$ cat src/rtl/uart_rx_deser.sv
// uart_rx_deser: UART receiver (8N1, or 8E1 when UART_RX_PARITY_EN is defined) feeding a small byte FIFO
module uart_rx_deser #(
    parameter int BIT_CYCLES = 868,
    parameter int FIFO_DEPTH = 4
) (
    input  logic                        clk,
    input  logic                        rst,
    input  logic                        rxd,
    output logic                        rx_valid,
    output logic [7:0]                  rx_data,
    output logic                        rx_perr,
    input  logic                        rx_ready,
    output logic                        frame_err,
    output logic                        overrun,
    output logic [$clog2(FIFO_DEPTH):0] fifo_count
);
    localparam int AW = $clog2(FIFO_DEPTH);
    localparam logic [15:0] LAST = 16'(BIT_CYCLES - 1);
    localparam logic [15:0] HALF = 16'(BIT_CYCLES / 2 - 1);
    typedef enum logic [2:0] {
        IDLE,
        START,
        DATA,
`ifdef UART_RX_PARITY_EN
        PARITY,
`endif
        STOP,
        WAIT_IDLE
    } state_t;
    logic          rxd_m, rxd_s;
    state_t        state, state_n;
    logic [15:0]   cnt, cnt_n;
    logic [2:0]    bit_idx, bit_idx_n;
    logic [7:0]    shift_reg, shift_n;
    logic          push, ferr_n;
    logic [7:0]    mem_data [FIFO_DEPTH];
    logic [AW-1:0] wr_ptr, rd_ptr;
    logic [AW:0]   count;
    logic          pop, full, wr_ok;
`ifdef UART_RX_PARITY_EN
    logic          perr, perr_n;
    logic          mem_perr [FIFO_DEPTH];
`endif

    // Two-flop synchronizer; idles high so reset does not look like a start bit
    always_ff @(posedge clk) begin
        if (rst) begin
            rxd_m <= 1'b1;
            rxd_s <= 1'b1;
        end else begin
            rxd_m <= rxd;
            rxd_s <= rxd_m;
        end
    end

    // Receiver state and bit-timing registers
    always_ff @(posedge clk) begin
        if (rst) begin
            state     <= IDLE;
            cnt       <= '0;
            bit_idx   <= '0;
            shift_reg <= '0;
            frame_err <= 1'b0;
`ifdef UART_RX_PARITY_EN
            perr      <= 1'b0;
`endif
        end else begin
            state     <= state_n;
            cnt       <= cnt_n;
            bit_idx   <= bit_idx_n;
            shift_reg <= shift_n;
            frame_err <= ferr_n;
`ifdef UART_RX_PARITY_EN
            perr      <= perr_n;
`endif
        end
    end

    // Frame sequencing: start is qualified at half a bit, later bits are sampled one full bit apart
    always_comb begin
        state_n   = state;
        cnt_n     = cnt + 16'd1;
        bit_idx_n = bit_idx;
        shift_n   = shift_reg;
        push      = 1'b0;
        ferr_n    = 1'b0;
`ifdef UART_RX_PARITY_EN
        perr_n    = perr;
`endif
        case (state)
            IDLE: begin
                cnt_n = '0;
                if (!rxd_s) state_n = START;
            end
            START: begin
                if (cnt == HALF) begin
                    cnt_n     = '0;
                    bit_idx_n = '0;
                    state_n   = rxd_s ? IDLE : DATA;
                end
            end
            DATA: begin
                if (cnt == LAST) begin
                    shift_n[bit_idx] = rxd_s;
                    cnt_n            = '0;
                    bit_idx_n        = bit_idx + 3'd1;
`ifdef UART_RX_PARITY_EN
                    if (bit_idx == 3'd7) state_n = PARITY;
`else
                    if (bit_idx == 3'd7) state_n = STOP;
`endif
                end
            end
`ifdef UART_RX_PARITY_EN
            PARITY: begin
                if (cnt == LAST) begin
                    perr_n  = rxd_s ^ (^shift_reg);
                    cnt_n   = '0;
                    state_n = STOP;
                end
            end
`endif
            STOP: begin
                if (cnt == LAST) begin
                    cnt_n   = '0;
                    push    = rxd_s;
                    ferr_n  = !rxd_s;
                    state_n = rxd_s ? IDLE : WAIT_IDLE;
                end
            end
            WAIT_IDLE: begin
                cnt_n = '0;
                if (rxd_s) state_n = IDLE;
            end
            default: begin
                cnt_n   = '0;
                state_n = IDLE;
            end
        endcase
    end

    // A full FIFO still takes a push when the head leaves in the same cycle
    always_comb begin
        pop   = rx_valid && rx_ready;
        full  = count == (AW + 1)'(FIFO_DEPTH);
        wr_ok = push && (!full || pop);
    end

    // Byte FIFO storage, pointers and occupancy
    always_ff @(posedge clk) begin
        if (rst) begin
            wr_ptr  <= '0;
            rd_ptr  <= '0;
            count   <= '0;
            overrun <= 1'b0;
            for (int i = 0; i < FIFO_DEPTH; i++) begin
                mem_data[i] <= '0;
`ifdef UART_RX_PARITY_EN
                mem_perr[i] <= 1'b0;
`endif
            end
        end else begin
            overrun <= push && !wr_ok;
            if (wr_ok) begin
                mem_data[wr_ptr] <= shift_reg;
`ifdef UART_RX_PARITY_EN
                mem_perr[wr_ptr] <= perr;
`endif
                wr_ptr <= wr_ptr + AW'(1);
            end
            if (pop) rd_ptr <= rd_ptr + AW'(1);
            count <= (wr_ok && !pop) ? count + (AW + 1)'(1) :
                     (!wr_ok && pop) ? count - (AW + 1)'(1) : count;
        end
    end

    // Head entry is presented combinationally
    always_comb begin
        rx_valid   = count != '0;
        rx_data    = mem_data[rd_ptr];
        fifo_count = count;
`ifdef UART_RX_PARITY_EN
        rx_perr    = mem_perr[rd_ptr];
`else
        rx_perr    = 1'b0;
`endif
    end
endmodule

$ cat config.mk
export PLATFORM = sky130hd
export DESIGN_NAME = uart_rx_deser
export DESIGN_NICKNAME = d
export VERILOG_FILES = /design/src/rtl/uart_rx_deser.sv
export SDC_FILE = /design/constraint.sdc
export NUM_CORES = 1
export LEC_CHECK = 0
export ABC_AREA = 1
export BUFFER_PORTS_ARGS = -buffer_cell sky130_fd_sc_hd__buf_2
export CORE_ASPECT_RATIO = 0.7
export CORE_MARGIN = 2
export CORE_UTILIZATION = 61
export DETAILED_ROUTE_END_ITERATION = 10
export GPL_TIMING_DRIVEN = 0
export PLACE_DENSITY = 0.86
export REMOVE_ABC_BUFFERS = 1
export SLEW_MARGIN = 30
export SYNTH_ARGS = -nofsm -noshare
export SYNTH_HDL_FRONTEND = slang
export SYNTH_SLANG_ARGS = --single-unit
$ cat constraint.sdc
create_clock -name clk -period 3.2 [get_ports clk]
set_clock_uncertainty 0.05 [all_clocks]
set_input_delay 0 -clock clk [delete_from_list [all_inputs] [get_ports clk]]
set_output_delay 0 -clock clk [all_outputs]
set_load 0.005 [all_outputs]
==> results.sh <==
export IMPL_routed_via_density=5.60
export IMPL_area_growth_pct=8.45
export IMPL_grt_setup_unrepaired="no"
export IMPL_yosysTopAreaCell="edfxtp_1"
export IMPL_detailed_place_hpwl_um=5250
export IMPL_clk_root_buffer_cell="clkbuf_8"
export IMPL_die_w_um=96.2
export IMPL_grt_max_degree=21
export IMPL_drtPass1Iterations=5
export IMPL_design_core_area_um2=5730
export IMPL_cpPeakStageDelay_ns=0.38
export IMPL_layout_nets=476
export IMPL_seq_area_frac_synth_pct=50.2
export IMPL_yosysWarnings=0
export IMPL_synthCells=446
export IMPL_ant_nets=0
export IMPL_place_gp_congestion=0.824
export IMPL_crit_required_ns=3.39
export IMPL_largest_reg_flops=32
export IMPL_p_leak_nw=1.47
export IMPL_synth_simple_area_share_pct=31.2
export IMPL_cts_tree="yes"
export IMPL_critical_path_class="flop to flop"
export IMPL_setup_violations_final=0
export IMPL_cp_max_fo=5
export IMPL_synth_edf_count=32
export IMPL_io_pins=19
export IMPL_critPathSlowestCell="dfxtp_1"
export IMPL_die_area_um2=6590
export IMPL_grt_pass1_wl_um=12000
export IMPL_synth_top_family_by_area="simple AND/OR/NAND/NOR gates"
export IMPL_worstSetupStartpoint="cnt[0]$_SDFF_PP0_"
export IMPL_relSlewSlack_pct=42.8
export IMPL_grt_total_usage_pct=24.6
export IMPL_hold_ws_ns=0.320
export IMPL_grt_busiest_layer="met2"
export IMPL_pwr_density_cell_nw_per_um2=621
export IMPL_synth_xor_area_share_pct=0.966
export IMPL_path_cells="ha_1, inv_1, nor2_1, nand2_2, nor2_4, nand4_1, inv_1, ha_1, inv_1, fa_1, a21oi_1, o21ai_0, o21ai_0, a21oi_1"
export IMPL_grt_pass1_vias=2646
export IMPL_cp_start_kind="flop"
export IMPL_hold_viol_final=0
export IMPL_clkLatencyLatePin_ns=0.35
export IMPL_path_clk_slew_ns=0.07
export IMPL_ys_flop_type="dfxtp_1"
export IMPL_drv_slew=0
export IMPL_async_flop_share_pct=0
export IMPL_status="complete, no violations"
export IMPL_antenna_found_initial=0
export IMPL_drc=0
export IMPL_cts_max_level=3
export IMPL_die_h_um=68.5
export IMPL_maxCapViolCount=0
export IMPL_rows=23
export IMPL_overflow=0
export IMPL_fin_tns_setup_ns=0
export IMPL_globalRouteMet3Util_pct=7.17
export IMPL_yosysMostFrequentCell="nor2_1"
export IMPL_synth_mux_area_share_pct=0
export IMPL_critPathBufInv=3
export IMPL_worst_pin_slew_ns=0.852
export IMPL_cts_path_max_buffers=2
export IMPL_start_util_pct=63.4
export IMPL_fin_crit_sh_pct=81.6
export IMPL_min_period_ns=2.61
export IMPL_synth_common_cells="nor2_1 (96), nand2_1 (66), inv_1 (47), dfxtp_1 (43), edfxtp_1 (32)"
export IMPL_wl_um=7530
export IMPL_worst_path_most_repeated_cell="inv_1"
export IMPL_max_freq_mhz=383
export IMPL_r2r_start="cnt[0]$_SDFF_PP0_"
export IMPL_ys_ff_latch=75
export IMPL_synth_top_area_share_pct=26.5
export IMPL_grtUsageMet1_pct=32.3
export IMPL_arrival_ns=2.80
export IMPL_hold_path_class="input pin to flop"
export IMPL_synth_compound_area_share_pct=8.17
export IMPL_port_buffers=17
export IMPL_cts_buffers=9
export IMPL_num_antenna_cells=0
export IMPL_cts_resized=0
export IMPL_end_kind="flop"
export IMPL_ys_top_cells_by_area="edfxtp_1 (26%), dfxtp_1 (24%), nor2_1 (9.9%)"
export IMPL_clock_sinks=75
export IMPL_crit_family="adder cells"
export IMPL_wl_per_cell_um=13.8
export IMPL_post_synth_instance_area_um2=3630
export IMPL_syn_area_per_cell_um2=8.14
export IMPL_synthAdderAreaFrac_pct=2.28
export IMPL_peakVddDrop_v=0.000467
export IMPL_drive_gt1_share_pct=12.5
export IMPL_dr_total_vias=3057
export IMPL_hp_start="rxd"
export IMPL_yosysUniqueCellTypes=36
export IMPL_drtIter0Drc=211
export IMPL_grt_util_met2_pct=38.3
[power by group]
| group | internal (mW) | total (mW) | switching (mW) |
|---|---|---|---|
| Sequential | 1.07 | 1.17 | 0.102 |
| Clock | 0.273 | 0.615 | 0.342 |
| Combinational | 0.225 | 0.652 | 0.427 |
[worst register-to-register path: stages, from the launching register on]
cell and delay [ns]:
dfxtp_1 0.38, ha_1 0.26, inv_1 0.06, nor2_1 0.11
nand2_2 0.08, nor2_4 0.14, nand4_1 0.18, inv_1 0.13
ha_1 0.14, inv_1 0.06, fa_1 0.38, a21oi_1 0.15
o21ai_0 0.13, o21ai_0 0.19, a21oi_1 0.06
[per-stage QoR]
stage	setup WS, ns	std cells	power, mW	cell area [µm²]	util, %
after floorplan	0.958	435	1.61	3570	-
after global placement	0.577	527	1.78	3740	65.4
after detailed placement	0.626	527	1.82	3740	65.4
after CTS	0.626	546	2.44	3940	68.7
after global routing	0.273	546	2.58	3940	68.7
final	0.587	546	2.44	3940	68.7
[cell usage in the layout (no fill, tap or decap), drive strengths merged]
| master | count |
|---|---|
| nor2 | 108 |
| nand2 | 71 |
| inv | 51 |
| dfxtp | 43 |
| edfxtp | 32 |
| o21ai | 28 |
| nand3 | 25 |
| nor3 | 21 |
| buf | 17 |
| a21oi | 16 |
| nand4 | 12 |
| clkbuf | 10 |
| o22ai | 8 |
| ha | 5 |
| clkinv | 5 |
| xor2 | 3 |
| a31oi | 3 |
| dlygate4sd3 | 3 |
| or2 | 2 |
| clkinvlp | 2 |
| xnor2 | 1 |
| o21bai | 1 |
| and3 | 1 |
| and2 | 1 |
| fa | 1 |
| conb | 1 |
[routing by layer]
metal | up-vias | part of all wire [%]
li1 | 1508 | -
met3 | 15 | 6.2
met1 | 1432 | 47
met2 | 102 | 46
met4 | 0 | 1.7
met5 | - | 0
[repair_timing]
item	in CTS	in global routing
hold buffers	3	0
setup buffers	0	0
hold endpoints to repair	8	0
[path summary, 6_finish.rpt]
kind                            depth (start not counted)                    endpoint  slack, ns
worst max-delay path                                   14  fifo_count[2]$_SDFFE_PP0P_       0.59
worst max register to register                         14  fifo_count[2]$_SDFFE_PP0P_       0.59
worst min-delay path                                    3            rxd_m$_SDFF_PP1_       0.32
worst min register to register                          1            rxd_s$_SDFF_PP1_       0.36
[final cells by class]
class,count,area (µm²)
clock buffer,10,128
tap,75,93.8
multi-input combinational,308,1550
clock inverter,6,32.5
timing repair buffer,20,115
fill,451,1790
sequential,75,1820
inverter,52,195
[logic make-up after synthesis]
| kind of cell | count (synthesis) |
|---|---|
| simple gates | 241 |
| flops | 75 |
| buf+inv | 63 |
| compound gates | 56 |
| fa+ha+maj | 6 |
| xor+xnor | 4 |
| other cells | 1 |
Note: power is estimated with default switching activity, not from simulation.
